[config.mk]
export PLATFORM = sky130hd
export DESIGN_NAME = rx_mass_report_ser
export DESIGN_NICKNAME = d
export VERILOG_FILES = /design/src/rtl/rx_mass_pkg.sv /design/src/rtl/rx_mass_report_ser.sv
export SDC_FILE = /design/constraint.sdc
export NUM_CORES = 1
export LEC_CHECK = 0
export BUFFER_PORTS_ARGS = -buffer_cell sky130_fd_sc_hd__buf_2
export CORE_MARGIN = 8
export CORE_UTILIZATION = 46
export DETAILED_ROUTE_END_ITERATION = 6
export GPL_ROUTABILITY_DRIVEN = 0
export GPL_TIMING_DRIVEN = 0
export PLACE_DENSITY = 0.7
export SYNTH_ARGS = -nofsm -noshare
export SYNTH_HDL_FRONTEND = slang
export SYNTH_SLANG_ARGS = --single-unit
[constraint.sdc]
create_clock -name clk -period 1.7 [get_ports clk]
set_clock_uncertainty 0.15 [all_clocks]
set_input_delay 0.085 -clock clk [delete_from_list [all_inputs] [get_ports clk]]
set_output_delay 0.085 -clock clk [all_outputs]
set_load 0.02 [all_outputs]
[src/rtl/rx_mass_pkg.sv]
// Shared constants and helpers for the RX mass-transfer checker.
// Optional macro RX_MASS_TIMEOUT_EN adds an idle timeout and a status byte.
package rx_mass_pkg;

  localparam logic [1:0] S_HDR     = 2'd0;
  localparam logic [1:0] S_PAYLOAD = 2'd1;
  localparam logic [1:0] S_REPORT  = 2'd2;

`ifdef RX_MASS_TIMEOUT_EN
  localparam int REPORT_LEN = 9;
`else
  localparam int REPORT_LEN = 8;
`endif

  localparam int RPT_W = 8 * REPORT_LEN;

  localparam logic [31:0] NO_ERR_IDX = 32'hFFFF_FFFF;

  localparam logic [7:0] STATUS_OK      = 8'h00;
  localparam logic [7:0] STATUS_TIMEOUT = 8'h01;

  function automatic logic [31:0] set_byte(
    input logic [31:0] w,
    input logic [1:0]  k,
    input logic [7:0]  b
  );
    logic [31:0] r;
    r = w;
    r[8*k +: 8] = b;
    return r;
  endfunction

endpackage

[src/rtl/rx_mass_report_ser.sv]
// Serialises a report vector LSB byte first onto an AXI-stream
// with valid/ready/last; done marks the final handshake cycle.
import rx_mass_pkg::*;

module rx_mass_report_ser (
  input  logic             clk,
  input  logic             rstn,
  input  logic             start,
  input  logic [RPT_W-1:0] rpt,
  input  logic             o_tready,
  output logic             o_tvalid,
  output logic [7:0]       o_tdata,
  output logic             o_tlast,
  output logic             done
);

  logic             valid_q, valid_d;
  logic             last_q, last_d;
  logic [7:0]       data_q, data_d;
  logic [RPT_W-1:0] sr_q, sr_d;
  logic [3:0]       cnt_q, cnt_d;
  logic             hs;

  // next byte selection: load on start, advance on handshake
  always_comb begin
    valid_d = valid_q;
    last_d  = last_q;
    data_d  = data_q;
    sr_d    = sr_q;
    cnt_d   = cnt_q;
    hs      = valid_q & o_tready;
    if (start) begin
      valid_d = 1'b1;
      last_d  = 1'b0;
      data_d  = rpt[7:0];
      sr_d    = rpt >> 8;
      cnt_d   = 4'd0;
    end else if (hs) begin
      if (last_q) begin
        valid_d = 1'b0;
        last_d  = 1'b0;
        cnt_d   = 4'd0;
      end else begin
        data_d = sr_q[7:0];
        sr_d   = sr_q >> 8;
        cnt_d  = cnt_q + 4'd1;
        last_d = (cnt_q == 4'(REPORT_LEN - 2));
      end
    end
  end

  // output and shift registers
  always_ff @(posedge clk or negedge rstn) begin
    if (!rstn) begin
      valid_q <= 1'b0;
      last_q  <= 1'b0;
      data_q  <= 8'h00;
      sr_q    <= '0;
      cnt_q   <= 4'd0;
    end else begin
      valid_q <= valid_d;
      last_q  <= last_d;
      data_q  <= data_d;
      sr_q    <= sr_d;
      cnt_q   <= cnt_d;
    end
  end

  assign o_tvalid = valid_q;
  assign o_tdata  = data_q;
  assign o_tlast  = last_q;
  assign done     = hs & last_q;

endmodule

==> flow_results.org <==
** Yosys
- The synthesized netlist devotes 11.3% of its cell area to compound gates.
- Counting flops with an async set or reset pin after synthesis yields a share of 100%.
- Post-synth EDFFs :: 0
- Number of warnings issued by yosys :: 0
- Post-Syn Area per Cell :: about 10 µm²
- Proportion of synthesized area in mux cells :: 17.6%
- The synthesized netlist devotes 0% of its cell area to XOR and XNOR gates.
- Summed over all instances, the cell type with the most area after synthesis is sky130_fd_sc_hd__dfrtp_1.
- The synthesized design contains 70 register bits.
- Gate count of the mapped netlist :: around 310
- Sequential cells were found to cover around 55% of the synthesized design area.
- Main synth FF type :: sky130_fd_sc_hd__dfrtp_1
- Of the total synthesized cell area, the portion taken by AND, OR, NAND and NOR gates is 11.7%.
- Arithmetic-cell share of the synthesized area counting full adders, half adders and majority gates :: 0.784%
- Share of Yosys cell area claimed by the top area cell type :: between 50% and 60%
- Netlist cell types :: 23
- Main combinational cell family by area after synthesis :: multiplexers
- Synth Cell Area :: 3190 µm²
- In the post-synthesis netlist, the biggest area contributors are sky130_fd_sc_hd__dfrtp_1 55%, sky130_fd_sc_hd__mux2i_1 18%, sky130_fd_sc_hd__nand2_1 9.4%.
- The number of nets in the synthesized netlist is ~380.

** Timing
- Final hold analysis gives a worst-case slack of between 0.2 and 0.25 ns.
- Measured against its own limit, the worst slew margin works out to 41.1%.
- Final setup margin :: 0.0931 ns
- Clock period minus worst slack :: 1.61 ns
- Setup violations remaining at the end of the flow were counted as 0.
- Timing-limited maximum frequency :: roughly 620 MHz
- The max-slew violation count was 0.
- In the finished design, the share of the clock period the worst path needs comes to 94.5%.
- Worst Tran Pin Value :: 0.883 ns
- Fin. Hold Viols :: 0

** Cells and area
- In the layout the commonest cells are 80 x sky130_fd_sc_hd__nand2_1, 79 x sky130_fd_sc_hd__buf_2, 69 x sky130_fd_sc_hd__dfrtp_1, 66 x sky130_fd_sc_hd__dlygate4sd3_1, 56 x sky130_fd_sc_hd__mux2i_1.
- Of the cells placed in the final design, the portion with a size suffix greater than 1 is 21.4%.
- Seq. cell area :: 1750 µm²
- Number of nets in the layout :: between 500 and 600
- The number of antenna diodes in the final layout is 0.
- Final cell count without fillers :: 552
- The multi-input combinational cells in the finished layout cover a total of approximately 1300 µm².
- Final instance area :: 4540 µm²
- Fillers :: 531
- Area growth from synthesis to layout :: 42.3%
- Leaving out fill and tap cells, the most frequent cell in the layout is sky130_fd_sc_hd__nand2_1.

** Route
- Routed length on met3 :: 543 µm
- Drt first pass iters :: 4
- The detail route stage leaves a number of antenna-violating nets equal to 0.
- The highest metal layer carrying signal wires in the routed design is met4.
- The first routing iteration left approximately 110 violations.
- Via count :: 2,782
- The routed design has 8740 µm of wire.
- After detailed routing, the average wire length per cell comes to 15.8 µm.
- For this block, wires on met1 add up to around 3800 µm.
- Amount of wire on met2 after detailed routing :: 4190 µm
- For this run, design rule violations remaining after detail routing come to 0.
- Via-to-Cell Ratio :: 5.04

** Critical path
- Tracing the worst setup path back leads to its startpoint at o_tlast.
- Worst-path maximum fanout :: 10
- Measured in cells, the most critical reg-to-reg path has a length of 5.
- The worst register-to-register path ends at sr_q[39].
- The worst setup path is of the flip-flop to flip-flop kind.
- Internal reg-to-reg setup slack :: 0.09 ns
- The critical path ends at sr_q[39].
- Launch point of the worst reg-to-reg path :: o_tlast
- The worst setup path is launched from a flip-flop.
- Endpoint class of the critical path :: flip-flop
- Worst endpoint required time :: 1.77 ns
- STA puts the critical path data arrival time at about 1.7 ns.

** Global route
- Maximum number of pins on one net before global-route repair :: 71
- Across every metal layer, demand over resource in global routing totals 18.8%.
- The initial antenna violation count is 0.
- First-pass GRT wire length :: around 15,000 µm
- Number of global-route vias before repair :: 2,998
- Summed over all layers, the global routing overflow is 0.

** Floorplan
- Horizontal extent of the die :: between 90 and 100 µm
- Boundary Pins :: a little under 80
- Die Outline Area :: roughly 10000 µm²
- Number of placement rows :: 30
- The total area inside the core boundary comes to 6760 µm².
- From bottom edge to top edge, the die measures 99.3 µm.
- Starting density of the core :: 47.2%

** Worst hold path
- Min-delay worst type :: input port to flip-flop

** Clock tree
- CTS Root Buffer Type :: sky130_fd_sc_hd__clkbuf_8
- Clock-pin slew was measured on the worst setup and hold paths at around 0.07 ns.
- In this run, CTS created clock tree buffers numbering 9.
- In this run the deepest clock path goes through 2 buffers.
- For this design, the sink count on the clock tree is 70.
- The H-tree was split into 3 levels.
- TritonCTS built the clock tree.
- Worst skew pair latency :: 0.34 ns

** Run status
- Status :: complete, no violations

** Pwr
- Summed over all cells, the static leakage comes to 2.23 nW.
- Total power draw :: 3.85 mW
- VDD sags by at most roughly 0.0005 V.
- Power per standard cell area :: approximately 850 nW/µm²

** Flow run
- Max-cap violations in this run came to 0.

** Placement
- Area after DPL :: roughly 3700 µm²
- Post-Place Setup Slack :: roughly 0.008 ns
- Post-detailed-placement half-perimeter wirelength :: 5580 µm
- Post-Place Cells :: 469
- In this run the tool buffered the top-level ports with 77 buffer cells.
## power breakdown
part | switching (mW) | leakage (nW) | internal [mW]
sequential | 0.0944 | 0.859 | 1.82
clock | 0.617 | 0.0968 | 0.669
combinational | 0.312 | 1.27 | 0.334
## flip-flops by register name (all words and copies together), names as in the netlist
| signal | cells |
|---|---|
| cnt_q | 4 |
| o_tdata | 8 |
| o_tvalid | 1 |
| sr_q | 56 |
| o_tlast | 1 |
## cell type report
| type | instances | share of cell area (%) |
|---|---|---|
| sequential | 70 | 38.6 |
| multi-input combinational | 219 | 29.1 |
| timing repair buffer | 144 | 23.5 |
| clock buffer | 11 | 2.89 |
| buffer | 22 | 2.56 |
| tap | 80 | 2.20 |
| clock inverter | 5 | 1.10 |
| inverter | 1 | 0.0826 |
## worst min-delay path by stage
stage                             to  slack (ns)  cells past startpoint    start
final                       sr_q[51]        0.21                      3    start
after global routing        sr_q[51]        0.25                      3    start
after CTS                   sr_q[51]        0.21                      3    start
after detailed placement  o_tdata[2]        0.12                      1     rstn
after global placement      sr_q[48]        0.14                      3  rpt[56]
after floorplan             cnt_q[0]       -0.36                      0     rstn
## what timing repair did
| action | 4_1_cts | 5_1_grt |
|---|---|---|
| setup endpoints to repair | 1 | 20 |
| resized for setup | 1 | 0 |
| endpoints found under the hold margin | 136 | 0 |
| setup buffers | 0 | 1 |
| pin swaps | 0 | 0 |
| hold buffers | 66 | 0 |
## cell families after synthesis
group,after synthesis
AOI/OAI and AO/OA,71
adders and majority gates,2
buffers and inverters,23
DFF,70
muxes,56
and+or+nand+nor,90
## critical path, stage by stage (launching register included)
cell and delay (ns):
sky130_fd_sc_hd__dfrtp_2 0.47, sky130_fd_sc_hd__nand3b_1 0.27, sky130_fd_sc_hd__buf_6 0.19, sky130_fd_sc_hd__buf_6 0.15
sky130_fd_sc_hd__mux2i_1 0.17, sky130_fd_sc_hd__o21ai_1 0.07
## layer usage
metal / vias up / track usage [%]
met2: 87 / 30.4
met3: 14 / 4.82
met1: 1299 / 23.4
li1: 1382 / -
met5: - / 0
met4: 0 / 7.80
## metrics by stage
step,utilization (%),setup TNS (ns)
2_1_floorplan,-,0
3_3_place_gp,54.4,-0.127
3_5_place_dp,54.5,0
4_1_cts,66.9,0
5_1_grt,67.2,-0.000430
6_report,67.2,0
## cell usage after synthesis, types with 2 or more instances
| library cell | instances |
|---|---|
| sky130_fd_sc_hd__nand2_1 | 80 |
| sky130_fd_sc_hd__dfrtp_1 | 70 |
| sky130_fd_sc_hd__mux2i_1 | 56 |
| sky130_fd_sc_hd__o21ai_0 | 44 |
| sky130_fd_sc_hd__o21ai_1 | 20 |
| sky130_fd_sc_hd__clkbuf_1 | 14 |
| sky130_fd_sc_hd__a21oi_1 | 4 |
| sky130_fd_sc_hd__buf_2 | 3 |
| sky130_fd_sc_hd__buf_6 | 3 |
| sky130_fd_sc_hd__a21o_1 | 2 |
| sky130_fd_sc_hd__ha_1 | 2 |
| sky130_fd_sc_hd__nand3b_1 | 2 |
| sky130_fd_sc_hd__nand4b_1 | 2 |
No activity file was read; power rests on OpenSTA's default activity.
